--- config.mk ---
export PLATFORM = sky130hd
export DESIGN_NAME = execute_pipe
export DESIGN_NICKNAME = d
export VERILOG_FILES = /design/src/rtl/y86_pkg.sv /design/src/rtl/alu_core.sv /design/src/rtl/execute_pipe.sv
export SDC_FILE = /design/constraint.sdc
export NUM_CORES = 1
export LEC_CHECK = 0
export CELL_PAD_IN_SITES_DETAIL_PLACEMENT = 1
export CELL_PAD_IN_SITES_GLOBAL_PLACEMENT = 1
export CORE_MARGIN = 1.5
export CORE_UTILIZATION = 42
export CTS_CLUSTER_SIZE = 8
export DETAILED_ROUTE_END_ITERATION = 8
export PLACE_DENSITY_LB_ADDON = 0.12
export RECOVER_POWER = 100
export SKIP_CTS_REPAIR_TIMING = 1
export SLEW_MARGIN = 0
export SYNTH_ARGS = -nofsm -noshare
export SYNTH_HDL_FRONTEND = slang
export SYNTH_SLANG_ARGS = --single-unit
export TNS_END_PERCENT = 5
--- constraint.sdc ---
create_clock -name clk -period 14.3 [get_ports clk]
set_clock_uncertainty 0.2 [all_clocks]
set_input_delay 2.86 -clock clk [delete_from_list [all_inputs] [get_ports clk]]
set_output_delay 2.86 -clock clk [all_outputs]
set_load 0.1 [all_outputs]
--- src/rtl/y86_pkg.sv ---
// rtl/y86_pkg.sv - shared Y86-64 encodings for the execute stage
package y86_pkg;

    localparam logic [3:0] I_HALT   = 4'h0;
    localparam logic [3:0] I_NOP    = 4'h1;
    localparam logic [3:0] I_RRMOVQ = 4'h2;
    localparam logic [3:0] I_IRMOVQ = 4'h3;
    localparam logic [3:0] I_RMMOVQ = 4'h4;
    localparam logic [3:0] I_MRMOVQ = 4'h5;
    localparam logic [3:0] I_OPQ    = 4'h6;
    localparam logic [3:0] I_JXX    = 4'h7;
    localparam logic [3:0] I_CALL   = 4'h8;
    localparam logic [3:0] I_RET    = 4'h9;
    localparam logic [3:0] I_PUSHQ  = 4'hA;
    localparam logic [3:0] I_POPQ   = 4'hB;

    localparam logic [3:0] ALU_ADD  = 4'h0;
    localparam logic [3:0] ALU_SUB  = 4'h1;
    localparam logic [3:0] ALU_AND  = 4'h2;
    localparam logic [3:0] ALU_XOR  = 4'h3;

    localparam logic [3:0] C_YES    = 4'h0;
    localparam logic [3:0] C_LE     = 4'h1;
    localparam logic [3:0] C_L      = 4'h2;
    localparam logic [3:0] C_E      = 4'h3;
    localparam logic [3:0] C_NE     = 4'h4;
    localparam logic [3:0] C_GE     = 4'h5;
    localparam logic [3:0] C_G      = 4'h6;

    localparam logic [3:0] S_AOK    = 4'h1;
    localparam logic [3:0] S_HLT    = 4'h2;
    localparam logic [3:0] S_ADR    = 4'h3;
    localparam logic [3:0] S_INS    = 4'h4;

    localparam logic [3:0] RNONE    = 4'hF;

    function automatic logic is_exception(input logic [3:0] stat);
        return (stat == S_HLT) || (stat == S_ADR) || (stat == S_INS);
    endfunction

endpackage

--- src/rtl/alu_core.sv ---
// rtl/alu_core.sv - add/sub/and/xor ALU with zero, sign and overflow flags
import y86_pkg::*;

module alu_core #(
    parameter int WIDTH = 64
) (
    input  logic [WIDTH-1:0] a,
    input  logic [WIDTH-1:0] b,
    input  logic [3:0]       fn,
    output logic [WIDTH-1:0] result,
    output logic             zf,
    output logic             sf,
    output logic             of
);

    always_comb begin
        result = '0;
        of     = 1'b0;
        case (fn)
            ALU_ADD: begin
                result = b + a;
                of     = (a[WIDTH-1] == b[WIDTH-1]) && (result[WIDTH-1] != b[WIDTH-1]);
            end
            // subtraction is b - a, matching Y86 subq rA, rB
            ALU_SUB: begin
                result = b - a;
                of     = (a[WIDTH-1] != b[WIDTH-1]) && (result[WIDTH-1] != b[WIDTH-1]);
            end
            ALU_AND: result = b & a;
            ALU_XOR: result = b ^ a;
            default: result = '0;
        endcase
    end

    assign zf = (result == '0);
    assign sf = result[WIDTH-1];

endmodule

--- src/rtl/execute_pipe.sv ---
// rtl/execute_pipe.sv - Y86-64 execute stage: E register, ALU operand select, CC and condition
import y86_pkg::*;

module execute_pipe #(
    parameter int WIDTH      = 64,
    parameter int STACK_STEP = WIDTH / 8
) (
    input  logic             clk,
    input  logic             reset,
    input  logic             E_stall,
    input  logic             E_bubble,
    input  logic [3:0]       D_icode,
    input  logic [3:0]       D_ifun,
    input  logic [WIDTH-1:0] D_valA,
    input  logic [WIDTH-1:0] D_valB,
    input  logic [WIDTH-1:0] D_valC,
    input  logic [3:0]       D_dstE,
    input  logic [3:0]       D_dstM,
    input  logic [3:0]       D_stat,
    input  logic [3:0]       m_stat,
    input  logic [3:0]       W_stat,
    output logic [3:0]       E_icode,
    output logic [3:0]       E_stat,
    output logic [WIDTH-1:0] e_valE,
    output logic [WIDTH-1:0] e_valA,
    output logic [3:0]       e_dstE,
    output logic [3:0]       E_dstM,
    output logic             e_Cnd,
    output logic             cc_zf,
    output logic             cc_sf,
    output logic             cc_of
);

    localparam logic [WIDTH-1:0] STEP = WIDTH'(STACK_STEP);

    logic [3:0]       E_ifun;
    logic [WIDTH-1:0] E_valA, E_valB, E_valC;
    logic [3:0]       E_dstE;
    logic [WIDTH-1:0] alu_a, alu_b;
    logic [3:0]       alu_fn;
    logic             alu_zf, alu_sf, alu_of;
    logic             set_cc;

    always_ff @(posedge clk) begin
        if (reset || E_bubble) begin
            E_icode <= I_NOP;
            E_ifun  <= 4'h0;
            E_stat  <= S_AOK;
            E_valA  <= '0;
            E_valB  <= '0;
            E_valC  <= '0;
            E_dstE  <= RNONE;
            E_dstM  <= RNONE;
        end else if (!E_stall) begin
            E_icode <= D_icode;
            E_ifun  <= D_ifun;
            E_stat  <= D_stat;
            E_valA  <= D_valA;
            E_valB  <= D_valB;
            E_valC  <= D_valC;
            E_dstE  <= D_dstE;
            E_dstM  <= D_dstM;
        end
    end

    always_comb begin
        alu_a = '0;
        case (E_icode)
            I_RRMOVQ, I_OPQ:                alu_a = E_valA;
            I_IRMOVQ, I_RMMOVQ, I_MRMOVQ:   alu_a = E_valC;
            I_CALL, I_PUSHQ:                alu_a = '0 - STEP;
            I_RET, I_POPQ:                  alu_a = STEP;
            default:                        alu_a = '0;
        endcase
    end

    assign alu_b  = (E_icode == I_RRMOVQ || E_icode == I_IRMOVQ) ? '0 : E_valB;
    assign alu_fn = (E_icode == I_OPQ) ? E_ifun : ALU_ADD;

    alu_core #(.WIDTH(WIDTH)) u_alu (
        .a      (alu_a),
        .b      (alu_b),
        .fn     (alu_fn),
        .result (e_valE),
        .zf     (alu_zf),
        .sf     (alu_sf),
        .of     (alu_of)
    );

    // Exceptions further down the pipe must not let younger OPq change the flags
    assign set_cc = (E_icode == I_OPQ) && (E_ifun <= ALU_XOR)
                    && !is_exception(m_stat) && !is_exception(W_stat);

    always_ff @(posedge clk) begin
        if (reset) begin
            cc_zf <= 1'b1;
            cc_sf <= 1'b0;
            cc_of <= 1'b0;
        end else if (set_cc) begin
            cc_zf <= alu_zf;
            cc_sf <= alu_sf;
            cc_of <= alu_of;
        end
    end

    always_comb begin
        e_Cnd = 1'b0;
        case (E_ifun)
            C_YES:   e_Cnd = 1'b1;
            C_LE:    e_Cnd = (cc_sf ^ cc_of) | cc_zf;
            C_L:     e_Cnd = cc_sf ^ cc_of;
            C_E:     e_Cnd = cc_zf;
            C_NE:    e_Cnd = ~cc_zf;
            C_GE:    e_Cnd = ~(cc_sf ^ cc_of);
            C_G:     e_Cnd = ~(cc_sf ^ cc_of) & ~cc_zf;
            default: e_Cnd = 1'b0;
        endcase
    end

    assign e_dstE = (E_icode == I_RRMOVQ && !e_Cnd) ? RNONE : E_dstE;
    assign e_valA = E_valA;

endmodule

* Word-level counts from Yosys, hierarchy flattened
Index checks and enable logic that the tools add are counted.
Storage, ports and cells: bits in registers 215, input bits 224, logic and storage cells 78
Operators by class: add/subtract/negate cells 2, $lt $le $gt $ge 1, eq/ne operators 28, mux-type cells 7, bitwise logic cells 7, reductions and logical operators 22
Operators by type and width (count):
- 64-bit case mux with 4 select lines | 2
- 64-bit adder | 1
- 64-bit AND | 1
- 64-bit logical NOT | 1
- 64-bit 2-to-1 mux | 1
- 64-bit subtractor | 1
- 64-bit bitwise XOR | 1
- 4-bit by 2-bit == test with 1-bit output (second input constant) | 10
- 4-bit by 3-bit == test with 1-bit output (second input constant) | 8
- 4-bit == test (second input constant) | 4
- 4-bit by 1-bit == test with 1-bit output (second input constant) | 2
- 4-bit logical NOT | 2
- 4-bit 2-to-1 mux | 2
- 1-bit case mux with 7 select lines | 1
- 1-bit logical AND | 6
- 1-bit logical OR | 6
- 2-bit OR reduction | 3
- 4-bit by 2-bit <= comparator with 1-bit output (second input constant) | 1
- 1-bit logical NOT | 3
- 1-bit inequality test | 3
- 3-bit OR reduction | 1
- 1-bit NOT | 2
- 1-bit case mux with 2 select lines | 1
- 1-bit AND | 1
- other kinds (3) | 3

* Depth between registers and ports, before layout
word-level depth 7, mapped depth 23, mapped depth without buffers 20

* Hierarchy
Synthesis repeated with hierarchy kept, for this count alone.
Unflattened totals: cell total of the unflattened synthesis 2631, area total of the unflattened synthesis 19912.8 sq um
Modules (own cells, without submodules):
- alu_core | instances 1, cells each 1739, area an instance 10910.5 sq um, sequential area each 0.0 sq um
- execute_pipe | instances 1, cells each 892, area an instance 9002.4 sq um, sequential area each 4304.1 sq um

* Worst setup path before layout
Ideal clock, no wire load.
path kind reg2out, start point reg E_icode[2], end point out e_valE[62], arrival 7.708 ns, required time 11.240 ns, path slack 3.532 ns, cell stages (with the launch flop) 20, path buffers 3, cell sequence dfxtp_1 -> clkbuf_1 -> mux2_2 -> nor2_1 -> clkbuf_1 -> a22o_1 -> ha_1 -> inv_1 -> fa_1 -> o21ba_2 -> or4_1 -> clkbuf_1 -> a21oi_2 -> o311ai_1 -> a311o_1 -> a2111oi_0 -> o21a_1 -> o21ba_2 -> nor4bb_1 -> o32ai_1
Between the ends: word-level cells in the longest chain between the ends 5
Ends and longest elaborated chain:
- start: declaration | RTL line execute_pipe.sv:22 | output logic [3:0] E_icode,
- start signal: assignment | RTL line execute_pipe.sv:55 | E_icode <= D_icode;
- 4-bit by 2-bit == test with 1-bit output (tied with other cells) | RTL line execute_pipe.sv:68, execute_pipe.sv:77
- 3-bit OR reduction (tied with other cells) | RTL line execute_pipe.sv:68 | case (E_icode)
- 64-bit case mux with 4 select lines / 64-bit 2-to-1 mux (equally long branches) | RTL line execute_pipe.sv:68, execute_pipe.sv:77
- 64-bit subtractor (tied with other cells) | RTL line alu_core.sv:26 | result = b - a;
- 64-bit case mux with 4 select lines (*) | RTL line alu_core.sv:19 | case (fn)
- end: declaration | RTL line execute_pipe.sv:24 | output logic [WIDTH-1:0] e_valE,
Mark *: on every way between the ends. The rest lies on a longest branch, timed or not.

* Worst setup path after layout
start point reg E_icode[0], end point out e_valE[57]
Same word-level chain as after synthesis.

==> run summary <==
### Status
• **run status** finished, violations left
• **violated checks** capacitance limit, slew limit

### GRT
• **number of antenna violations at the first check in global routing** 7
• **maximum number of pins on one net before global-route repair** 117
• **grt ovf** 0
• **overall global routing resource usage** 41.99%
• **via count of the first global-routing pass** 24,160
• **global-route wire length before repair** 153,200 µm

### Floorplan
• **top-level port count** 372
• **die area** 48,330 µm²
• **Starting Density** 42.51%
• **horizontal extent of the die** 219.8 µm
• **core area** 46,460 µm²
• **chip height** 219.8 µm
• **total number of placement rows** 79

### Synth
• **post-synthesis xor/xnor area fraction** 1.064%
• **library cells used by synthesis** 96
• **number of warnings issued by yosys** 0
• **post-synthesis compound-gate area fraction** 26.15%
• **Avg Inst Size Synth** 7.416 µm²
• **share of synthesized area spent on multiplexers** 12.06%
• **adder-cell share of the synthesized area** 8.376%
• **combinational family with the most area after synthesis** compound AO/OA/AOI/OAI gates
• **Netlist Area Pre-Place** 19,750 µm²
• **fraction of synthesis flops using an asynchronous set or reset pin** 0%
• **proportion of synthesized chip area in sequential cells** 21.80%
• **count of flip-flops with a built-in enable after synthesis** 0
• **most common flop cell mapped by yosys** dfxtp_1
• **cell count after synthesis** 2,663
• **synthesized-area fraction occupied by and/or/nand/nor cells** 24.37%
• **Syn Nets** 3,018
• **synthesized flop and latch total** 215

### Place
• **routability congestion estimate from global placement** 1.073
• **post-detail-place hpwl** 78,120 µm
• **IO buf count** 371
• **area of placed instances** 23,840 µm²

### Clock network
• **master cell of the clock root buffer** clkbuf_16
• **Clock Sinks** 215
• **clock tree from TritonCTS** built
• **clock slew seen by the registers of the worst setup and hold paths** 60 ps
• **total number of H-tree levels** 2
• **clk_lat worst skew** 580 ps
• **number of buffers created by CTS** 34
• **clk buf depth** 3

### Routing
• **Post-DRT Antenna Nets** 0
• **detailed-route wire length** 104,400 µm
• **detail-routed net length per standard cell** 29.48 µm
• **per-cell via count in the routed design** 6.712
• **number of detailed-route iterations in the first pass** 6
• **Iteration-0 DRC Markers** 2,381
• **Remaining DRCs** 0
• **total number of vias** 23,780

### Critical path
• **critical-path maximum fanout** 41
• **cell-by-cell trace of the critical path** nand2_1 > mux2_2 > nor2_1 > buf_4 > a221oi_1 > inv_1 > ha_1 > or4_4 > a2111oi_0 > o311ai_1 > buf_4 > nand3_1 > a31oi_1 > o41ai_1 > a21oi_1 > mux2_2 > o22ai_1 > dlygate4sd3_1
• **flop-to-flop setup slack** 4510 ps
• **type of element launching the critical path** register
• **maximum cell stage delay along the critical path** 1340 ps
• **path type of the worst setup path** reg2out
• **CP max stage cell** nor2_1
• **worst path buffer plus inverter count** 4
• **Worst Setup End Kind** primary output
• **kind of cell adding the most delay to the critical path** compound AO/OA/AOI/OAI gates
• **worst path required time** 11,240 ps
• **critical path data arrival time** 9490 ps

### STA
• **final hold vios** 0
• **Post-Route Setup TNS** 0 ps
• **endpoints failing setup** 0
• **Max transition margin** -372.9%
• **Final Cycle Share** 87.77%
• **setup repair after global routing missed its margin** false
• **post-layout min period** 12,550 ps
• **fin. max-slew vios** 272
• **transition time of the tightest slew-check pin** 7093 ps
• **Max Clock Freq** 79.67 MHz

### Cells and area
• **final-stage net count** 3,277
• **area delta synth->final** 25.53%
• **Final Cell Area** 24,790 µm²
• **share of post-route cells with drive strength above 1** 4.337%

### Power and ir drop
• **worst ir drop on vdd** 0.00008453 V
• **pwr/cell area** 86.00 nW/µm²
• **Leakage** 11.36 nW

### Min path
• **worst hold-check path type** reg2reg

### Job
• **max cap viols** 5

path summary, 6_finish.rpt:
| kind | start | endpoint | cells past startpoint |
|---|---|---|---|
| worst max register to register | E_icode[0]$_SDFFE_PP1N_ | cc_zf$_SDFFE_PP1P_ | 20 |
| worst min register to register | E_dstM[0]$_SDFFE_PP1N_ | E_dstM[0]$_SDFFE_PP1N_ | 2 |
| worst min-delay path | E_dstM[0]$_SDFFE_PP1N_ | E_dstM[0]$_SDFFE_PP1N_ | 2 |
| worst max-delay path | E_icode[0]$_SDFFE_PP1N_ | e_valE[57] | 18 |
sequential cells by signal, indices dropped and copies added, names as in the netlist:
| signal | cells |
|---|---|
| E_dstE | 4 |
| cc_zf | 1 |
| cc_of | 1 |
| E_icode | 4 |
| E_valC | 64 |
| E_valB | 64 |
| E_ifun | 4 |
| E_stat | 4 |
| e_valA | 64 |
| E_dstM | 4 |
| cc_sf | 1 |
synth_stat cells, types with 7 or more instances:
| library cell | number | share of area (%) |
|---|---|---|
| a32oi_1 | 7 | 0.31 |
| nor2_1 | 353 | 6.7 |
| nand3_1 | 57 | 1.4 |
| nand2b_1 | 17 | 0.54 |
| o21bai_1 | 21 | 0.80 |
| nand4b_1 | 7 | 0.31 |
| a211oi_1 | 32 | 1.2 |
| o211ai_1 | 29 | 1.1 |
| a221oi_1 | 71 | 3.1 |
| or4_1 | 13 | 0.49 |
| a31oi_1 | 30 | 0.95 |
| o31ai_1 | 41 | 1.6 |
| dfxtp_1 | 215 | 22 |
| o221ai_1 | 15 | 0.67 |
| o21a_1 | 19 | 0.72 |
| o31a_1 | 9 | 0.40 |
| mux2i_1 | 229 | 12 |
| inv_1 | 140 | 2.7 |
| a221o_1 | 13 | 0.66 |
| a21boi_0 | 7 | 0.27 |
| nor2b_1 | 28 | 0.89 |
| o21ai_0 | 113 | 2.9 |
| or3_1 | 17 | 0.54 |
| ha_1 | 129 | 8.2 |
| nand4_1 | 34 | 1.1 |
| nor4_1 | 41 | 1.3 |
| nor3b_1 | 11 | 0.42 |
| buf_1 | 12 | 0.23 |
| a21oi_1 | 195 | 4.9 |
| a2111oi_0 | 10 | 0.44 |
| and3_1 | 16 | 0.51 |
| mux2_2 | 8 | 0.46 |
| or2_2 | 16 | 0.51 |
| a21o_1 | 34 | 1.3 |
| o311ai_0 | 10 | 0.44 |
| nor3_1 | 77 | 2.0 |
| and2_1 | 80 | 2.5 |
| nand2_1 | 183 | 3.5 |
| clkbuf_1 | 161 | 3.1 |
| a22oi_1 | 9 | 0.34 |
| xnor2_1 | 23 | 1.0 |
| a211o_1 | 9 | 0.40 |
| o22ai_1 | 10 | 0.32 |
report_power, final:
part / total (mW) / switching, mW / internal (mW)
sequential: 0.637 / 0.0171 / 0.620
clock: 0.774 / 0.317 / 0.456
combinational: 0.721 / 0.482 / 0.239
total: 2.13 / 0.816 / 1.32
per-stage QoR:
step	hold slack (ps)	cells	util, %	total power [mW]	setup slack [ps]
detailed placement	264.4	3493	51.31	1.336	3920
finish	291.0	3542	53.36	2.132	1749
global placement	248.2	3493	51.31	1.319	4056
CTS	298.0	3535	53.42	2.112	3294
global route	307.4	3537	53.33	2.189	1571
floorplan	236.7	2663	-	1.087	3532
worst register-to-register path: cells and delay by family, from the launching register on:
family,cells,cell delay [ps]
AOI/OAI and AO/OA,5,2680
adders and majority gates,1,350
buffers and inverters,3,1110
DFF,1,520
muxes,1,290
and+or+nand+nor,10,4570
layer usage:
layer | vias up | global-route usage, % | wire, µm
met4 | 10 | 16.96 | 4241
met1 | 11790 | 54.78 | 42550
met5 | - | 0 | 67
li1 | 10320 | - | -
met2 | 1372 | 66.87 | 47150
met3 | 287 | 9.165 | 10390
area by class of cell:
| class | instances | area (µm²) |
|---|---|---|
| fill | 5671 | 21670 |
| inverter | 144 | 540.5 |
| tap | 607 | 759.5 |
| antenna | 7 | 17.52 |
| clock buffer | 36 | 878.3 |
| clock inverter | 6 | 102.6 |
| timing repair buffer | 400 | 3923 |
| sequential | 215 | 4304 |
| multi-input combinational | 2127 | 14260 |
cell usage in the layout (no fill, tap or decap), drive strengths merged, types with 30 or more instances in the layout:
cell type	instances
a211oi	33
a21o	34
a21oi	196
a221oi	71
a31oi	30
and2	81
clkbuf	38
clkdlybuf4s50	222
dfxtp	215
dlygate4sd3	148
ha	129
inv	142
mux2i	229
nand2	183
nand3	57
nand4	34
nor2	353
nor3	78
nor4	43
o21ai	114
o31ai	41
logic make-up after synthesis:
| logic type | after synthesis |
|---|---|
| AO/OA/AOI/OAI | 751 |
| XOR/XNOR | 24 |
| adder cells (fa/ha/maj) | 131 |
| buffers and inverters | 321 |
| flip-flops | 215 |
| multiplexers | 237 |
| AND/OR/NAND/NOR | 984 |
Power figures use the tool's default switching activity.
